File: config.mk
export PLATFORM = sky130hd
export DESIGN_NAME = cd_config_initiator_flat
export DESIGN_NICKNAME = d
export VERILOG_FILES = /design/src/rtl/cd_config_initiator_pkg.sv /design/src/rtl/cd_config_initiator_if.sv /design/src/rtl/cd_config_initiator_fifo.sv /design/src/rtl/cd_config_initiator.sv /design/src/flat_wrapper.sv
export SDC_FILE = /design/constraint.sdc
export NUM_CORES = 1
export LEC_CHECK = 0
export ABC_AREA = 1
export BUFFER_PORTS_ARGS = -buffer_cell sky130_fd_sc_hd__buf_2
export CORE_MARGIN = 1
export CORE_UTILIZATION = 42
export DETAILED_ROUTE_END_ITERATION = 10
export PLACE_DENSITY = 0.63
export SYNTH_ARGS = -nofsm -noshare
export SYNTH_HDL_FRONTEND = slang
export SYNTH_SLANG_ARGS = --single-unit
export TNS_END_PERCENT = 5
File: constraint.sdc
create_clock -name clk -period 4.3 [get_ports clk]
set_clock_uncertainty 0.2 [all_clocks]
set_input_delay 0.86 -clock clk [delete_from_list [all_inputs] [get_ports clk]]
set_output_delay 0.86 -clock clk [all_outputs]
set_load 0.05 [all_outputs]
File: src/rtl/cd_config_initiator_pkg.sv
// Shared constants for the clock-divider configuration initiator:
// bus widths, target addresses, config codes, error codes and FSM states.
package cd_config_initiator_pkg;

    localparam int WIDTH_CONFIG_ADDR = 2;
    localparam int WIDTH_CONFIG_DATA = 8;

    localparam logic [1:0] UART_BAUDRATE_ADDR  = 2'b01;
    localparam logic [1:0] VGA_RESOLUTION_ADDR = 2'b10;

    localparam logic [7:0] BAUDRATE_1200   = 8'h00;
    localparam logic [7:0] BAUDRATE_2400   = 8'h01;
    localparam logic [7:0] BAUDRATE_4800   = 8'h02;
    localparam logic [7:0] BAUDRATE_9600   = 8'h03;
    localparam logic [7:0] BAUDRATE_19200  = 8'h04;
    localparam logic [7:0] BAUDRATE_38400  = 8'h05;
    localparam logic [7:0] BAUDRATE_57600  = 8'h06;
    localparam logic [7:0] BAUDRATE_115200 = 8'h07;

    localparam logic [7:0] VGA_640x480   = 8'h00;
    localparam logic [7:0] VGA_800x600   = 8'h01;
    localparam logic [7:0] VGA_1024x768  = 8'h02;
    localparam logic [7:0] VGA_1280x1024 = 8'h03;

    localparam logic [1:0] ERR_NONE     = 2'b00;
    localparam logic [1:0] ERR_BAD_ADDR = 2'b01;
    localparam logic [1:0] ERR_TIMEOUT  = 2'b10;

    typedef enum logic [2:0] {
        ST_IDLE      = 3'd0,
        ST_WAIT_RDY  = 3'd1,
        ST_ISSUE     = 3'd2,
        ST_WAIT_ACK  = 3'd3,
        ST_WAIT_DONE = 3'd4
    } state_t;

    // Only the UART and VGA targets exist on the config bus.
    function automatic logic addr_ok(input logic [1:0] addr);
        return (addr == UART_BAUDRATE_ADDR) || (addr == VGA_RESOLUTION_ADDR);
    endfunction

endpackage

File: src/rtl/cd_config_initiator_if.sv
// Request side and config-bus side of the initiator in one bundle.
// master = initiator view, slave = upstream logic plus divider targets.
interface cd_config_initiator_if #(
    parameter int WIDTH_CONFIG_ADDR = 2,
    parameter int WIDTH_CONFIG_DATA = 8
);

    logic                         req_valid;
    logic                         req_ready;
    logic [WIDTH_CONFIG_ADDR-1:0] req_addr;
    logic [WIDTH_CONFIG_DATA-1:0] req_data;

    logic [WIDTH_CONFIG_ADDR-1:0] c_addr;
    logic [WIDTH_CONFIG_DATA-1:0] c_data;
    logic                         c_valid;
    logic                         c_UART_ready;
    logic                         c_VGA_ready;

    logic                         busy;
    logic                         done;
    logic                         err;
    logic [1:0]                   err_code;

    modport master (
        input  req_valid, req_addr, req_data,
        input  c_UART_ready, c_VGA_ready,
        output req_ready,
        output c_addr, c_data, c_valid,
        output busy, done, err, err_code
    );

    modport slave (
        output req_valid, req_addr, req_data,
        output c_UART_ready, c_VGA_ready,
        input  req_ready,
        input  c_addr, c_data, c_valid,
        input  busy, done, err, err_code
    );

endinterface

File: src/rtl/cd_config_initiator_fifo.sv
// Small synchronous request queue with registered full/empty flags.
// Pointers wrap naturally because the depth is a power of two.
module cd_cfg_fifo #(
    parameter int WIDTH = 10,
    parameter int DEPTH = 4
) (
    input  logic             clk,
    input  logic             rst,
    input  logic             push,
    input  logic             pop,
    input  logic [WIDTH-1:0] din,
    output logic [WIDTH-1:0] dout,
    output logic             full,
    output logic             empty
);

    localparam int AW = $clog2(DEPTH);
    localparam logic [AW:0] DEPTH_C = (AW+1)'(DEPTH);

    logic [WIDTH-1:0] mem [DEPTH];
    logic [AW-1:0]    wr_ptr;
    logic [AW-1:0]    rd_ptr;
    logic [AW:0]      count;
    logic [AW:0]      count_next;
    logic             do_push;
    logic             do_pop;

    assign do_push = push && !full;
    assign do_pop  = pop && !empty;
    assign dout    = mem[rd_ptr];

    // Occupancy after this cycle's push/pop; simultaneous ops cancel.
    always_comb begin
        count_next = count;
        if (do_push && !do_pop) begin
            count_next = count + 1'b1;
        end else if (do_pop && !do_push) begin
            count_next = count - 1'b1;
        end
    end

    // Pointers, occupancy and flags, all derived from count_next.
    always_ff @(posedge clk or posedge rst) begin
        if (rst) begin
            wr_ptr <= '0;
            rd_ptr <= '0;
            count  <= '0;
            full   <= 1'b0;
            empty  <= 1'b1;
        end else begin
            if (do_push) begin
                wr_ptr <= wr_ptr + 1'b1;
            end
            if (do_pop) begin
                rd_ptr <= rd_ptr + 1'b1;
            end
            count <= count_next;
            full  <= (count_next == DEPTH_C);
            empty <= (count_next == '0);
        end
    end

    // Storage array; contents need no reset since empty gates reads.
    always_ff @(posedge clk) begin
        if (do_push) begin
            mem[wr_ptr] <= din;
        end
    end

endmodule

File: src/rtl/cd_config_initiator.sv
// Config-bus initiator: queues requests, issues one c_valid strobe per
// request and follows the target ready handshake to done or error.
module cd_config_initiator #(
    parameter int WIDTH_CONFIG_ADDR = 2,
    parameter int WIDTH_CONFIG_DATA = 8,
    parameter int FIFO_DEPTH        = 4,
    parameter int TIMEOUT_CYCLES    = 16
) (
    input  logic              clk,
    input  logic              rst,
    cd_config_initiator_if.master bus
);

    import cd_config_initiator_pkg::*;

    localparam int A       = WIDTH_CONFIG_ADDR;
    localparam int D       = WIDTH_CONFIG_DATA;
    localparam int ENTRY_W = A + D;
    localparam int TW      = $clog2(TIMEOUT_CYCLES + 1);
    localparam logic [TW-1:0] T_LAST = TW'(TIMEOUT_CYCLES - 1);
    localparam logic [A-1:0]  UART_A = A'(UART_BAUDRATE_ADDR);
    localparam logic [A-1:0]  VGA_A  = A'(VGA_RESOLUTION_ADDR);

    state_t           state;
    state_t           state_next;

    logic             fifo_push;
    logic             fifo_pop;
    logic             fifo_full;
    logic             fifo_empty;
    logic [ENTRY_W-1:0] fifo_din;
    logic [ENTRY_W-1:0] fifo_dout;
    logic [A-1:0]     head_addr;
    logic [D-1:0]     head_data;

    logic [A-1:0]     c_addr_q;
    logic [D-1:0]     c_data_q;
    logic             c_valid_q;
    logic             done_q;
    logic             err_q;
    logic [1:0]       err_code_q;
    logic [TW-1:0]    timer;

    logic             sel_ready;
    logic             timed_out;
    logic             latch;
    logic             done_set;
    logic             err_set;
    logic [1:0]       err_code_set;

    assign fifo_push = bus.req_valid && !fifo_full;
    assign fifo_din  = {bus.req_addr, bus.req_data};
    assign head_addr = fifo_dout[ENTRY_W-1:D];
    assign head_data = fifo_dout[D-1:0];

    cd_cfg_fifo #(
        .WIDTH (ENTRY_W),
        .DEPTH (FIFO_DEPTH)
    ) u_fifo (
        .clk   (clk),
        .rst   (rst),
        .push  (fifo_push),
        .pop   (fifo_pop),
        .din   (fifo_din),
        .dout  (fifo_dout),
        .full  (fifo_full),
        .empty (fifo_empty)
    );

    // Ready of the target addressed by the latched transaction.
    always_comb begin
        sel_ready = 1'b0;
        if (c_addr_q == UART_A) begin
            sel_ready = bus.c_UART_ready;
        end else if (c_addr_q == VGA_A) begin
            sel_ready = bus.c_VGA_ready;
        end
    end

    assign timed_out = (timer == T_LAST);

    // Transaction state register.
    always_ff @(posedge clk or posedge rst) begin
        if (rst) begin
            state <= ST_IDLE;
        end else begin
            state <= state_next;
        end
    end

    // Next state plus pop/latch/done/err decisions for this cycle.
    always_comb begin
        state_next   = state;
        fifo_pop     = 1'b0;
        latch        = 1'b0;
        done_set     = 1'b0;
        err_set      = 1'b0;
        err_code_set = ERR_NONE;
        unique case (state)
            ST_IDLE: begin
                if (!fifo_empty) begin
                    fifo_pop = 1'b1;
                    if (addr_ok(2'(head_addr))) begin
                        latch      = 1'b1;
                        state_next = ST_WAIT_RDY;
                    end else begin
                        err_set      = 1'b1;
                        err_code_set = ERR_BAD_ADDR;
                    end
                end
            end
            ST_WAIT_RDY: begin
                if (sel_ready) begin
                    state_next = ST_ISSUE;
                end
            end
            ST_ISSUE: begin
                state_next = ST_WAIT_ACK;
            end
            ST_WAIT_ACK: begin
                if (!sel_ready) begin
                    state_next = ST_WAIT_DONE;
                end else if (timed_out) begin
                    err_set      = 1'b1;
                    err_code_set = ERR_TIMEOUT;
                    state_next   = ST_IDLE;
                end
            end
            ST_WAIT_DONE: begin
                if (sel_ready) begin
                    done_set   = 1'b1;
                    state_next = ST_IDLE;
                end else if (timed_out) begin
                    err_set      = 1'b1;
                    err_code_set = ERR_TIMEOUT;
                    state_next   = ST_IDLE;
                end
            end
            default: begin
                state_next = ST_IDLE;
            end
        endcase
    end

    // Handshake timer, shared by WAIT_ACK and WAIT_DONE, saturating.
    always_ff @(posedge clk or posedge rst) begin
        if (rst) begin
            timer <= '0;
        end else if (state == ST_ISSUE) begin
            timer <= '0;
        end else if ((state == ST_WAIT_ACK || state == ST_WAIT_DONE) &&
                     !timed_out) begin
            timer <= timer + 1'b1;
        end
    end

    // Registered bus outputs and status pulses.
    always_ff @(posedge clk or posedge rst) begin
        if (rst) begin
            c_addr_q   <= '0;
            c_data_q   <= '0;
            c_valid_q  <= 1'b0;
            done_q     <= 1'b0;
            err_q      <= 1'b0;
            err_code_q <= ERR_NONE;
        end else begin
            if (latch) begin
                c_addr_q <= head_addr;
                c_data_q <= head_data;
            end
            c_valid_q <= (state_next == ST_ISSUE);
            done_q    <= done_set;
            err_q     <= err_set;
            if (err_set) begin
                err_code_q <= err_code_set;
            end
        end
    end

    assign bus.req_ready = !fifo_full;
    assign bus.c_addr    = c_addr_q;
    assign bus.c_data    = c_data_q;
    assign bus.c_valid   = c_valid_q;
    assign bus.done      = done_q;
    assign bus.err       = err_q;
    assign bus.err_code  = err_code_q;
    assign bus.busy      = (state != ST_IDLE) || !fifo_empty;

endmodule

File: src/flat_wrapper.sv
// flat-port wrapper written by rule: the top's interface ports become plain ports
module cd_config_initiator_flat import cd_config_initiator_pkg::*;
#(
    parameter int WIDTH_CONFIG_ADDR = 2,
    parameter int WIDTH_CONFIG_DATA = 8,
    parameter int FIFO_DEPTH        = 4,
    parameter int TIMEOUT_CYCLES    = 16
)
  (clk, rst, bus_req_valid, bus_req_addr, bus_req_data, bus_c_UART_ready, bus_c_VGA_ready, bus_req_ready, bus_c_addr, bus_c_data, bus_c_valid, bus_busy, bus_done, bus_err, bus_err_code);
  cd_config_initiator_if #(.WIDTH_CONFIG_ADDR(WIDTH_CONFIG_ADDR), .WIDTH_CONFIG_DATA(WIDTH_CONFIG_DATA)) bus_i ();
  input  logic clk;
  input  logic rst;
  input wire logic [$bits(bus_i.req_valid)-1:0] bus_req_valid;
  input wire logic [$bits(bus_i.req_addr)-1:0] bus_req_addr;
  input wire logic [$bits(bus_i.req_data)-1:0] bus_req_data;
  input wire logic [$bits(bus_i.c_UART_ready)-1:0] bus_c_UART_ready;
  input wire logic [$bits(bus_i.c_VGA_ready)-1:0] bus_c_VGA_ready;
  output wire logic [$bits(bus_i.req_ready)-1:0] bus_req_ready;
  output wire logic [$bits(bus_i.c_addr)-1:0] bus_c_addr;
  output wire logic [$bits(bus_i.c_data)-1:0] bus_c_data;
  output wire logic [$bits(bus_i.c_valid)-1:0] bus_c_valid;
  output wire logic [$bits(bus_i.busy)-1:0] bus_busy;
  output wire logic [$bits(bus_i.done)-1:0] bus_done;
  output wire logic [$bits(bus_i.err)-1:0] bus_err;
  output wire logic [$bits(bus_i.err_code)-1:0] bus_err_code;
  assign bus_i.req_valid = bus_req_valid;
  assign bus_i.req_addr = bus_req_addr;
  assign bus_i.req_data = bus_req_data;
  assign bus_i.c_UART_ready = bus_c_UART_ready;
  assign bus_i.c_VGA_ready = bus_c_VGA_ready;
  assign bus_req_ready = bus_i.req_ready;
  assign bus_c_addr = bus_i.c_addr;
  assign bus_c_data = bus_i.c_data;
  assign bus_c_valid = bus_i.c_valid;
  assign bus_busy = bus_i.busy;
  assign bus_done = bus_i.done;
  assign bus_err = bus_i.err;
  assign bus_err_code = bus_i.err_code;
  cd_config_initiator #(.WIDTH_CONFIG_ADDR(WIDTH_CONFIG_ADDR), .WIDTH_CONFIG_DATA(WIDTH_CONFIG_DATA), .FIFO_DEPTH(FIFO_DEPTH), .TIMEOUT_CYCLES(TIMEOUT_CYCLES)) u_core (.clk(clk), .rst(rst), .bus(bus_i));
endmodule
# Word-level counts from Yosys, hierarchy flattened
# Memories as Yosys holds them, arrays and structs flattened.
# Index checks and enable logic that the tools add are counted.
[op_classes]
add_sub_neg = 5
n_eq_ne = 11
n_mux = 34
n_reduce_logical = 18
[ops]
columns = ["cell", "count"]
rows = [
  ["3-bit two-way mux", 8],
  ["1-bit two-way mux", 17],
  ["3-bit case mux with 5 select lines", 1],
  ["5-bit two-way mux", 2],
  ["3-bit by 2-bit equality test with 1-bit output, second input constant", 3],
  ["2-bit two-way mux", 4],
  ["3-bit equality test, second input constant", 2],
  ["1-bit logical AND", 6],
  ["3-bit zero test", 2],
  ["2-bit case mux with 3 select lines", 1],
  ["5-bit by 1-bit adder with 5-bit output, second input constant", 1],
  ["5-bit by 4-bit equality test with 1-bit output, second input constant", 1],
  ["1-bit zero test", 5],
  ["2-bit by 1-bit adder with 2-bit output, second input constant", 2],
  ["2-bit by 1-bit equality test with 1-bit output, second input constant", 2],
  ["2-bit equality test, second input constant", 2],
  ["3-bit by 1-bit adder with 3-bit output, second input constant", 1],
  ["3-bit by 1-bit equality test with 1-bit output, second input constant", 1],
  ["1-bit logical OR", 3],
  ["1-bit case mux with 3 select lines", 1],
  ["3-bit nonzero test", 1],
  ["3-bit by 1-bit subtractor with 3-bit output, second input constant", 1],
  ["2-bit nonzero test", 1],
]
[totals]
reg_bits = 32
ramBits = 40
input_bits = 15
output_inout_bits = 17
mem_count = 1
[mem_list]
columns = ["name", "depth", "word_bits", "read_ports", "rd_clocked_by_memory_dff", "wr", "line_no", "source"]
rows = [
  ["u_core.u_fifo.mem", 4, 10, 1, 0, 1, "cd_config_initiator_fifo.sv:20", "logic [WIDTH-1:0] mem [DEPTH];"],
]

# Depth between registers and ports, before layout
[logic_depth]
depth_word = 8
mapped_depth = 11
depth_no_buf = 10

# By module
# Synthesis repeated with hierarchy kept, for this count alone.
[unflattened]
cells_unflattened = 314
hier_area_um2 = 3204.3
[modules_own_cells]
columns = ["mod", "instances", "cells_per_inst", "area_per_inst_um2", "seq_area_each_um2"]
rows = [
  ["cd_cfg_fifo", 1, 182, 2115.8, 1427.6],
  ["cd_config_initiator", 1, 132, 1088.5, 575.6],
]

# Worst setup path after synthesis
# No wires, ideal clock.
[synth_path]
kind = "register to output"
start = "register u_core.state[1]"
end = "output port bus_busy"
arrival_time_ps = 971
t_required_ps = 3240
slack_ps = 2269
stages_incl_launch_ff = 3
path_buffers = 0
path_cell_list = "dfrtp_1 > nor2_4 > nand3_1"
[synth_via]
elab_chain_len = 2
[synth_lines]
columns = ["element", "line_no", "source"]
rows = [
  ["start: declaration", "cd_config_initiator.sv:24", "state_t state;"],
  ["start signal: assignment", "cd_config_initiator.sv:87", "state <= state_next;"],
  ["3-bit nonzero test", "cd_config_initiator.sv:187", "assign bus.busy = (state != ST_IDLE) || !fifo_empty;"],
  ["1-bit logical OR", "cd_config_initiator.sv:187", ""],
  ["end: declaration", "flat_wrapper.sv:22", "output wire logic [$bits(bus_i.busy)-1:0] bus_busy;"],
]
# No other way between the ends.

# Worst setup path after layout
[layout_path]
start = "register u_core.u_fifo.rd_ptr[0]"
end = "register u_core.c_data_q[6], in the netlist u_core.bus.c_data[6]"
[layout_via]
elab_chain_len = 6
[layout_lines]
columns = ["element", "line_no", "source"]
rows = [
  ["start: declaration", "cd_config_initiator_fifo.sv:22", "logic [AW-1:0] rd_ptr;"],
  ["start signal: assignment", "cd_config_initiator_fifo.sv:55", "rd_ptr <= rd_ptr + 1'b1;"],
  ["memory 4 x 10 bit *", "-", ""],
  ["2-bit by 1-bit equality test with 1-bit output or 2-bit equality test (tied branches)", "cd_config_initiator_pkg.sv:39", "return (addr == UART_BAUDRATE_ADDR) || (addr == VGA_RESOLUTION_ADDR);"],
  ["1-bit logical OR", "cd_config_initiator_pkg.sv:39", ""],
  ["1-bit two-way mux", "cd_config_initiator.sv:103", "if (addr_ok(2'(head_addr))) begin"],
  ["1-bit two-way mux", "cd_config_initiator.sv:101", "if (!fifo_empty) begin"],
  ["1-bit two-way mux", "cd_config_initiator.sv:99", "unique case (state)"],
  ["end signal: assignment", "cd_config_initiator.sv:169", "c_data_q <= head_data;"],
  ["end: declaration", "cd_config_initiator.sv:37", "logic [D-1:0] c_data_q;"],
]
# Mark *: on every way between the ends. The rest lies on a longest branch, timed or not.
# A chain may end at the register's enable or synchronous reset.

==> reports/qor.csv <==
stage,metric,value,unit
placement,gpl congestion,0.752,
critical_path,crit path from,u_core.u_fifo.rd_ptr[0],
clock_network,Clock Tree Root,clkbuf_8,
sta,Final Hold Fails,0,
route,Initial DRC Count,93,
sta,Setup TNS,0,ns
clock_network,post_cts resized,0,
finish,Synth-to-Final Area Change,13.4,%
clock_network,CTS H-Tree Depth,3,
clock_network,postcts setup bufs,0,
critical_path,R2R setup slack,1.90,ns
finish,Finished Cell Area,3690,µm²
critical_path,Critical Path AT,2.44,ns
flow_run,MaxCap Viol Count,0,
logic_synthesis,syn avg cell area,11.1,µm²
critical_path,CP required,4.33,ns
route,# DRC,0,
status,outcome,finished clean,
sta,RSZ-0062 raised after global routing,false,
pwr,P_leak,0.00163,µW
clock_network,hold buffers post-CTS,0,
global_route,Tot GR Track Use,16.3,%
sta,Rel. slew slack,35.7,%
finish,# diodes,0,
finish,Post-layout nets,352,
logic_synthesis,register area share after synthesis,61.6,%
placement,Port Buf Inserts,31,
clock_network,clk_lat worst skew,0.35,ns
sta,Max Fclk,416,MHz
logic_synthesis,Mapped Nets,317,
finish,storage element area,2000,µm²
clock_network,Worst-path clk slew,0.07,ns
global_route,number of global-route vias before repair,2056,
critical_path,critical path endpoint category,flop,
sta,fin crit share,55.9,%
hold_path,worst hold path class,reg -> reg,
floorplanning,I/O pin total,32,
floorplanning,site row count,31,
route,Detailed Route WL,6.03,mm
logic_synthesis,cell count after synthesis,294,
critical_path,critical path type,reg -> reg,
critical_path,CP Max Fanout,22,
hold_path,Hold Path Cell Cnt,2,
sta,Final min period,2.40,ns
finish,"commonest non-fill, non-tap cell in the layout",nand2_1,
logic_synthesis,Synth cell types,31,
sta,final-report setup violation count,0,
floorplanning,Initial Util,44.2,%
pwr,VDD IR max,0.000425,V
global_route,total global routing overflow,0,
clock_network,CTS tree,yes,
global_route,initial antenna violation count,0,
critical_path,RR Startpoint,u_core.u_fifo.rd_ptr[0],
finish,Filler cells,704,
critical_path,Register-to-Register Path Depth,9,
route,Detail Route Antenna Nets,0,
logic_synthesis,"Cell Area, Synth",3250,µm²
pwr,Pwr per Cell Area,764,nW/µm²
logic_synthesis,Yosys top cell area share,36.9,%
sta,fin. max-slew vios,0,
route,first drt pass iteration count,5,
finish,layout cell share with drive strength beyond 1,26.0,%
floorplanning,core box area,7370,µm²
logic_synthesis,synth warn,0,
finish,Layout Cells excl Fill,433,
clock_network,# clock sinks,72,
logic_synthesis,top post-synthesis cells by area,"edfxtp_1, dfrtp_1, nand2_1",
global_route,largest net degree at the start of global routing,33,
route,via count,2122,
sta,Tightest Pin Transition,0.961,ns
logic_synthesis,Yosys top cell by area,edfxtp_1,
route,Routed WL per cell,13.9,µm
placement,placed cell areas,3470,µm²
finish,area used by multi-input combinational logic,1030,µm²
clock_network,Clock Path Buffers,2,
critical_path,R2R Path End,u_core.bus.c_data[6],
placement,hpwl dp,4.29,mm
route,vias per cell,4.90,
floorplanning,Die X-Extent,90.0,µm
clock_network,CTS Buf Count,9,
critical_path,Setup crit end,u_core.bus.c_data[6],
floorplanning,die area,8100,µm²
placement,dpl cells,417,
finish,"commonest cells after routing, fill and taps aside","nand2_1, edfxtp_1, nor2_1, buf_2, dfrtp_1",
global_route,first-pass GRT wire length,10.2,mm
floorplanning,Chip Height,90.0,µm
logic_synthesis,Yosys reg bits,72,
critical_path,Setup crit start kind,flop,
-- layer usage --
layer / GRT usage [%] / part of all wire [%] / up-vias / wire, µm
li1: - / - / 1055 / -
met1: 23.2 / 49 / 1014 / 2960
met2: 23.6 / 44 / 48 / 2660
met3: 4.74 / 5.8 / 5 / 348
met4: 6.05 / 1.1 / 0 / 65
met5: 0 / 0 / - / 0
-- Yosys cell counts --
| library cell | n |
|---|---|
| o21ai_0 | 18 |
| nand2_2 | 9 |
| buf_2 | 3 |
| o211ai_1 | 1 |
| o22ai_1 | 9 |
| nand4_1 | 3 |
| a221oi_1 | 1 |
| inv_1 | 28 |
| dfrtp_1 | 31 |
| nor3_1 | 2 |
| nand2_1 | 42 |
| o21ai_1 | 3 |
| nor2_4 | 1 |
| a21oi_1 | 2 |
| nand3_4 | 2 |
| nor2_1 | 31 |
| xor2_1 | 5 |
| inv_2 | 9 |
| nand2_4 | 5 |
| nand3b_1 | 1 |
| dfstp_2 | 1 |
| edfxtp_1 | 40 |
| buf_6 | 5 |
| nand3_2 | 10 |
| xnor2_1 | 1 |
| inv_4 | 1 |
| a21boi_0 | 1 |
| o21ai_2 | 2 |
| ha_1 | 8 |
| mux2i_1 | 1 |
| nand3_1 | 18 |
-- layout make-up --
cell class	count	area share, %
sequential	72	54.3
multi-input combinational	176	28.0
timing repair buffer	32	4.41
inverter	38	3.93
clock buffer	9	3.36
tap	99	3.36
clock inverter	7	2.61
-- power by group --
part / switching, µW / leakage (µW) / internal (µW) / total, µW
clock network: 254 / 0.000103 / 326 / 581
registers: 152 / 0.000768 / 934 / 1090
logic: 806 / 0.000761 / 348 / 1150
-- worst min path at each step --
stage,startpoint,to
after CTS,u_core.bus.err_code[0],u_core.bus.err_code[0]
after global routing,u_core.bus.err_code[0],u_core.bus.err_code[0]
after global placement,u_core.bus.err_code[1],u_core.bus.err_code[1]
after floorplan,u_core.timer[0],u_core.timer[0]
final,u_core.bus.err_code[0],u_core.bus.err_code[0]
after detailed placement,u_core.bus.err_code[0],u_core.bus.err_code[0]
-- cell families after synthesis --
kind of cell               count (synthesis)  share of synthesized area [%]
and+or+nand+nor                          124                           20.3
muxes                                      1                          0.308
AOI/OAI and AO/OA                         37                           6.54
xor gates and xnor gates                   6                           1.61
buffers and inverters                     46                           6.65
DFF                                       72                           61.6
adders and majority gates                  8                           3.08
-- registers in the layout (all words and copies together), names as in the netlist --
register              count
u_core.timer              5
u_core.bus.err_code       2
u_core.u_fifo.rd_ptr      2
u_core.bus.c_valid        1
u_core.bus.done           1
u_core.state              3
u_core.u_fifo.mem        40
u_core.bus.c_data         8
u_core.bus.c_addr         2
u_core.u_fifo.empty       1
u_core.bus.err            1
u_core.u_fifo.wr_ptr      2
u_core.u_fifo.count       3
u_core.u_fifo.full        1
-- metrics by stage --
stage                     hold WS [ns]  worst slack (ns)  util (%)  power, µW
after global routing             0.296              1.69      50.1       3030
final                            0.279              1.90      50.1       2820
after global placement           0.257              1.84      47.1       2240
after CTS                        0.278              1.91      50.1       2850
after detailed placement         0.259              1.85      47.1       2270
after floorplan                  0.278              2.27         -       2060
-- critical path, stage by stage (launching register included) --
cell and delay (ns):
dfrtp_1 0.79, inv_2 0.32, nand2_1 0.13, nand2_1 0.05, nand2_1 0.07, nand2_2 0.10, inv_1 0.09, nand3_2 0.29
nand3_2 0.18, nand2_1 0.06
Power figures use the tool's default switching activity.
